### config.mk
export PLATFORM = sky130hd
export DESIGN_NAME = song_sequencer
export DESIGN_NICKNAME = d
export VERILOG_FILES = /design/src/rtl/song_sequencer_pkg.sv /design/src/rtl/song_word_decode.sv /design/src/rtl/song_sequencer.sv
export SDC_FILE = /design/constraint.sdc
export NUM_CORES = 1
export LEC_CHECK = 0
export BUFFER_PORTS_ARGS = -buffer_cell sky130_fd_sc_hd__clkbuf_2
export CORE_ASPECT_RATIO = 1.1
export CORE_MARGIN = 5
export CORE_UTILIZATION = 45
export DETAILED_ROUTE_END_ITERATION = 10
export GPL_TIMING_DRIVEN = 0
export PLACE_DENSITY = 0.68
export REMOVE_ABC_BUFFERS = 1
export SLEW_MARGIN = 0
export SYNTH_ARGS = -nofsm -noshare
export SYNTH_HDL_FRONTEND = slang
export SYNTH_HIERARCHICAL = 1
export SYNTH_SLANG_ARGS = --single-unit
### constraint.sdc
create_clock -name i_clk -period 2.7 [get_ports i_clk]
set_input_delay 0.54 -clock i_clk [delete_from_list [all_inputs] [get_ports i_clk]]
set_output_delay 0.54 -clock i_clk [all_outputs]
set_load 0.03 [all_outputs]
### src/rtl/song_sequencer_pkg.sv
// Shared definitions for the song sequencer and the note player.
// Holds song word field positions, control opcodes, field widths,
// the decoded word type and the sequencer state encoding.
package song_sequencer_pkg;

  localparam int unsigned WORD_W  = 16;
  localparam int unsigned PITCH_W = 6;
  localparam int unsigned DUR_W   = 5;
  localparam int unsigned INSTR_W = 4;
  localparam int unsigned COUNT_W = 5;

  // Field positions inside a song word
  localparam int unsigned CTRL_BIT  = 15;
  localparam int unsigned PITCH_LSB = 0;
  localparam int unsigned DUR_LSB   = 6;
  localparam int unsigned INSTR_LSB = 11;
  localparam int unsigned COUNT_LSB = 8;
  localparam int unsigned CMD_LSB   = 13;

  // Control opcodes, word[14:13] when word[15] is set
  localparam logic [1:0] CMD_END    = 2'b00;
  localparam logic [1:0] CMD_JUMP   = 2'b01;
  localparam logic [1:0] CMD_REST   = 2'b10;
  localparam logic [1:0] CMD_REPEAT = 2'b11;

  typedef enum logic [2:0] {
    WordNote,
    WordRest,
    WordJump,
    WordRepeat,
    WordEnd
  } word_type_e;

  typedef enum logic [1:0] {
    StIdle,
    StFetch,
    StDecode,
    StWait
  } seq_state_e;

endpackage

### src/rtl/song_word_decode.sv
// Combinational split of a 16-bit song word into its type and fields.
// Ports:
//   i_word       song word from ROM
//   o_type       NOTE / REST / JUMP / REPEAT / END
//   o_pitch      note pitch            [5:0]
//   o_duration   note or rest duration [10:6]
//   o_instrument note instrument       [14:11]
//   o_target     jump / repeat target  [ADDR_W-1:0]
//   o_count      repeat count          [12:8]
module song_word_decode
  import song_sequencer_pkg::*;
#(
  parameter int unsigned ADDR_W = 8
) (
  input  logic [WORD_W-1:0]  i_word,
  output word_type_e         o_type,
  output logic [PITCH_W-1:0] o_pitch,
  output logic [DUR_W-1:0]   o_duration,
  output logic [INSTR_W-1:0] o_instrument,
  output logic [ADDR_W-1:0]  o_target,
  output logic [COUNT_W-1:0] o_count
);

  always_comb begin
    o_pitch      = i_word[PITCH_LSB +: PITCH_W];
    o_duration   = i_word[DUR_LSB +: DUR_W];
    o_instrument = i_word[INSTR_LSB +: INSTR_W];
    o_target     = i_word[ADDR_W-1:0];
    o_count      = i_word[COUNT_LSB +: COUNT_W];
    o_type       = WordEnd;
    if (!i_word[CTRL_BIT]) begin
      o_type = WordNote;
    end else begin
      unique case (i_word[CMD_LSB +: 2])
        CMD_END:    o_type = WordEnd;
        CMD_JUMP:   o_type = WordJump;
        CMD_REST:   o_type = WordRest;
        CMD_REPEAT: o_type = WordRepeat;
        default:    o_type = WordEnd;
      endcase
    end
  end

endmodule

### src/rtl/song_sequencer.sv
// Plays a song stored in ROM into the note player's load interface.
// Fetches words sequentially, issues one-cycle loads for notes and waits
// each note/rest for duration+1 frame strobes.
// Ports:
//   i_clk, i_rst          clock, synchronous active-high reset
//   i_frame_stb           one-cycle frame tick
//   i_start / i_stop      begin playback at i_song_base / abort playback
//   o_rom_addr            registered ROM address; i_rom_data answers it
//   o_load                one-cycle load pulse, fields valid with it and held
//   o_pitch/o_duration/o_instrument  held note fields
//   o_busy                high from the cycle after start through o_done
//   o_done                one-cycle pulse on END
module song_sequencer
  import song_sequencer_pkg::*;
#(
  parameter int unsigned ADDR_W = 8
) (
  input  logic               i_clk,
  input  logic               i_rst,
  input  logic               i_frame_stb,
  input  logic               i_start,
  input  logic               i_stop,
  input  logic [ADDR_W-1:0]  i_song_base,
  output logic [ADDR_W-1:0]  o_rom_addr,
  input  logic [WORD_W-1:0]  i_rom_data,
  output logic               o_load,
  output logic [PITCH_W-1:0] o_pitch,
  output logic [DUR_W-1:0]   o_duration,
  output logic [INSTR_W-1:0] o_instrument,
  output logic               o_busy,
  output logic               o_done
);

  seq_state_e         state_q, state_d;
  logic [ADDR_W-1:0]  pc_q, pc_d;
  logic [ADDR_W-1:0]  rom_addr_q, rom_addr_d;
  logic [PITCH_W-1:0] pitch_q, pitch_d;
  logic [DUR_W-1:0]   duration_q, duration_d;
  logic [INSTR_W-1:0] instrument_q, instrument_d;
  logic [DUR_W-1:0]   frame_cnt_q, frame_cnt_d;
  logic [COUNT_W-1:0] loop_cnt_q, loop_cnt_d;
  logic               loop_active_q, loop_active_d;
  logic               load_q, load_d;
  logic               busy_q, busy_d;
  logic               done_q, done_d;

  word_type_e         dec_type;
  logic [PITCH_W-1:0] dec_pitch;
  logic [DUR_W-1:0]   dec_duration;
  logic [INSTR_W-1:0] dec_instrument;
  logic [ADDR_W-1:0]  dec_target;
  logic [COUNT_W-1:0] dec_count;

  logic [ADDR_W-1:0]  pc_inc;
  logic [COUNT_W-1:0] eff_cnt;

  song_word_decode #(
    .ADDR_W (ADDR_W)
  ) u_decode (
    .i_word       (i_rom_data),
    .o_type       (dec_type),
    .o_pitch      (dec_pitch),
    .o_duration   (dec_duration),
    .o_instrument (dec_instrument),
    .o_target     (dec_target),
    .o_count      (dec_count)
  );

  assign pc_inc  = pc_q + ADDR_W'(1);
  // A REPEAT seen with no loop armed uses its own count; an armed loop
  // (including a nested REPEAT) works on the shared counter.
  assign eff_cnt = loop_active_q ? loop_cnt_q : dec_count;

  always_comb begin
    state_d       = state_q;
    pc_d          = pc_q;
    rom_addr_d    = rom_addr_q;
    pitch_d       = pitch_q;
    duration_d    = duration_q;
    instrument_d  = instrument_q;
    frame_cnt_d   = frame_cnt_q;
    loop_cnt_d    = loop_cnt_q;
    loop_active_d = loop_active_q;
    load_d        = 1'b0;
    done_d        = 1'b0;

    if (i_stop) begin
      state_d = StIdle;
    end else begin
      unique case (state_q)
        StIdle: begin
          if (i_start) begin
            pc_d          = i_song_base;
            loop_cnt_d    = '0;
            loop_active_d = 1'b0;
            state_d       = StFetch;
          end
        end
        StFetch: begin
          rom_addr_d = pc_q;
          state_d    = StDecode;
        end
        StDecode: begin
          unique case (dec_type)
            WordNote: begin
              pitch_d      = dec_pitch;
              duration_d   = dec_duration;
              instrument_d = dec_instrument;
              load_d       = 1'b1;
              frame_cnt_d  = dec_duration;
              pc_d         = pc_inc;
              state_d      = StWait;
            end
            WordRest: begin
              frame_cnt_d = dec_duration;
              pc_d        = pc_inc;
              state_d     = StWait;
            end
            WordJump: begin
              pc_d    = dec_target;
              state_d = StFetch;
            end
            WordRepeat: begin
              if (eff_cnt != '0) begin
                loop_cnt_d    = eff_cnt - COUNT_W'(1);
                loop_active_d = 1'b1;
                pc_d          = dec_target;
              end else begin
                loop_cnt_d    = eff_cnt;
                loop_active_d = 1'b0;
                pc_d          = pc_inc;
              end
              state_d = StFetch;
            end
            default: begin
              done_d  = 1'b1;
              state_d = StIdle;
            end
          endcase
        end
        StWait: begin
          if (i_frame_stb) begin
            if (frame_cnt_q == '0) begin
              state_d = StFetch;
            end else begin
              frame_cnt_d = frame_cnt_q - DUR_W'(1);
            end
          end
        end
        default: state_d = StIdle;
      endcase
    end

    // Busy stays up through the done pulse, drops the cycle after.
    busy_d = (state_d != StIdle) || done_d;
  end

  always_ff @(posedge i_clk) begin
    if (i_rst) begin
      state_q       <= StIdle;
      pc_q          <= '0;
      rom_addr_q    <= '0;
      pitch_q       <= '0;
      duration_q    <= '0;
      instrument_q  <= '0;
      frame_cnt_q   <= '0;
      loop_cnt_q    <= '0;
      loop_active_q <= 1'b0;
      load_q        <= 1'b0;
      busy_q        <= 1'b0;
      done_q        <= 1'b0;
    end else begin
      state_q       <= state_d;
      pc_q          <= pc_d;
      rom_addr_q    <= rom_addr_d;
      pitch_q       <= pitch_d;
      duration_q    <= duration_d;
      instrument_q  <= instrument_d;
      frame_cnt_q   <= frame_cnt_d;
      loop_cnt_q    <= loop_cnt_d;
      loop_active_q <= loop_active_d;
      load_q        <= load_d;
      busy_q        <= busy_d;
      done_q        <= done_d;
    end
  end

  assign o_rom_addr   = rom_addr_q;
  assign o_pitch      = pitch_q;
  assign o_duration   = duration_q;
  assign o_instrument = instrument_q;
  assign o_load       = load_q;
  assign o_busy       = busy_q;
  assign o_done       = done_q;

endmodule
==> results_dict.tcl <==
set metrics [dict create \
    setup_violations 0 \
    wl_microns 5790 \
    finalSetupTns_ns 0 \
    pin_count 55 \
    layout_common_cells "clkbuf_2, nand2_1, dfxtp_1" \
    holdCritPathClass "register to register" \
    layout_commonest_cell "clkbuf_2" \
    post_cts_buffers 0 \
    max_freq_mhz 426 \
    clkTransAtPathRegs_ns 0.09 \
    ys_seq_elements 47 \
    nets 370 \
    dieHeight_microns 89.9 \
    yosysWarnings 6 \
    skew_ns 0.00507 \
    first_iter_violations 134 \
    post-route-period-util_pct 87.0 \
    synth_top_area_share_pct 36.0 \
    crit_path_cell_trace "nor2b_2, nand2_1, nor3_2, nand2_1, a21oi_1" \
    grt_overflow 0 \
    routedWlPerCell_microns 14.0 \
    powerDensity_nw_per_um2 501 \
    place_inst 407 \
    ctsHoldBuffers 0 \
    yosysSeqAreaShare_pct 36.0 \
    p_leak_nw 1.10 \
    async_flop_share_pct 0 \
    min_period_ns 2.35 \
    dieWidth_microns 82.7 \
    holdPathEnd "o_duration[3]$_SDFFE_PP0P_" \
    via_per_inst 5.23 \
    cp_common_cell "nand2_1" \
    antenna_found_initial 0 \
    synth_edf_count 0 \
    antenna_left 0 \
    worstReg2RegEnd "o_pitch[4]$_SDFFE_PP0P_" \
    cts_sinks 47 \
    slew_headroom_pct 36.9 \
    clk_path_buf_depth 2 \
    whs_ns 0.456 \
    rsz0062_at_grt "false" \
    critPathMaxStageDelay_ns 0.69 \
    synthTopCellsByArea "dfxtp_1, buf_4, mux2i_1, nand2_1, a21oi_1" \
    utilization_pct 49.5 \
    cts-root-buf "clkbuf_8" \
    grt_max_degree 47 \
    slowest_stage "nor3_2" \
    critPathKind "register to register" \
    cp-end-kind "register" \
    num_vias 2172 \
    postSynthAreaPerCell_sq_um 8.22 \
    cts_buffers 5 \
    grt_pass1_vias 2021 \
    crit_arrival_ns 2.56 \
    io_buffer_count 54 \
    min_path_cells 2 \
    cp_max_fo 15 \
    hold_violations 0 \
    outcome "finished clean" \
    final_cell_area_sq_um 2820 \
    ir_worst_vdd_v 0.000324 \
    netlist_area_sq_um 2610 \
    cp.required_ns 2.91 \
    worstHoldStart "o_duration[3]$_SDFFE_PP0P_" \
    insertion_delay_ns 0.30 \
    dp_hpwl_microns 4250 \
    rrSetupSlack_ns 0.35 \
    core_area_sq_um 5700 \
    ys.flop_type "dfxtp_1" \
    gp_congestion 0.880 \
    dieArea_sq_um 7430 \
    final_layout_size_suffix_gt1_share_pct 22.8 \
    synth_cell_type_count 49 \
    syn2layout_area_growth_pct 7.80 \
    cap_violations 0 \
    start_kind "register" \
    htreeDepth 2 \
    synth_area_leader_cell "dfxtp_1" \
    grt_usage_pct 16.3 \
    drt_pass1_iterations 4 \
    placed_area_sq_um 2700 \
    tightest_slew_ns 0.947 \
    route.detailed.drc 0 \
    r2r_start "state_q[1]$_SDFF_PP0_" \
    cts_tree "yes" \
    ff2ff_path_depth 5 \
    diodes 0 \
    rows 29 \
    netlist_instances 318 \
    slew_violations 0 \
    initial_utilization_pct 45.9 \
    grt_pass1_wl_microns 9610 \
    finalNonFillerCells 415 \
]
==> repair_timing <==
item                       4_1_cts  5_1_grt
resized for setup                0        1
hold endpoints to repair         0        0
setup endpoints to repair        0       16
==> report_power, final <==
part | internal [mW] | switching, mW
Sequential | 0.706 | 0.0198
Combinational | 0.0615 | 0.0866
Clock | 0.300 | 0.239
==> registers in the layout, indices dropped and copies added, names as in the netlist, 2 cells and up <==
register,cells
loop_cnt_q,5
o_instrument,4
pc_q,8
frame_cnt_q,5
o_duration,5
state_q,2
o_pitch,6
o_rom_addr,8
==> worst max-delay path by stage <==
stage | end | depth (start not counted) | start
finish | o_pitch[4]$_SDFFE_PP0P_ | 5 | state_q[1]$_SDFF_PP0_
detailed placement | o_duration[2]$_SDFFE_PP0P_ | 4 | state_q[1]$_SDFF_PP0_
floorplan | pc_q[0]$_SDFFE_PP0P_ | 6 | loop_active_q$_SDFFE_PP0P_
global route | o_instrument[0]$_SDFFE_PP0P_ | 5 | state_q[1]$_SDFF_PP0_
global placement | o_duration[1]$_SDFFE_PP0P_ | 4 | state_q[1]$_SDFF_PP0_
CTS | o_pitch[2]$_SDFFE_PP0P_ | 4 | state_q[1]$_SDFF_PP0_
==> cells by family after synthesis <==
kind of cell / after synthesis / synth area share, %
and+or+nand+nor: 127 / 24.2
adders and majority gates: 4 / 1.91
DFF: 47 / 36.0
muxes: 23 / 9.05
buffers and inverters: 48 / 11.7
xor gates and xnor gates: 8 / 2.68
AOI/OAI and AO/OA: 61 / 14.5
==> layout make-up <==
class	instances	area, sq um
flip-flops and latches	47	941
repair buffers	54	270
clock buffers	6	82.6
well taps	77	96.3
multi-input cells	223	1370
fillers	580	2880
inverters	6	22.5
clock inverters	2	35.0
==> worst max-delay path: cells and delay by family, from the launching register on <==
| family | cells | cell delay, ns |
|---|---|---|
| compound gates | 1 | 0.16 |
| simple gates | 4 | 1.47 |
| flops | 1 | 0.61 |
==> cell usage after synthesis, types with 2 or more instances <==
master	number
a211oi_1	5
a21oi_1	31
a22o_1	2
and2_2	2
and3_1	6
buf_2	4
buf_4	28
buf_6	2
clkbuf_1	7
dfxtp_1	47
ha_1	4
inv_1	5
mux2_2	2
mux2i_1	20
nand2_1	50
nand2b_1	4
nand3_1	7
nand4_1	2
nor2_1	27
nor2b_1	4
nor3_1	7
nor3_2	3
nor4_1	2
o21a_1	2
o21ai_0	11
o31a_1	2
o32ai_1	3
or3_1	2
xnor2_1	6
xor2_1	2
==> metrics by stage <==
stage                     power, mW  worst slack, ns
final                          1.41            0.351
after global placement        0.887            0.106
after floorplan               0.824            0.752
after CTS                      1.42           0.0779
after global routing           1.47           0.0261
after detailed placement      0.890           0.0926
==> routing by layer <==
layer / up-vias / GRT usage (%) / share of wire (%)
li1: 1104 / - / -
met1: 1002 / 20.4 / 44
met2: 59 / 27.4 / 50
met3: 7 / 4.00 / 5.6
met4: 0 / 4.09 / 1.2
met5: - / 0 / 0
Power figures use the tool's default switching activity.
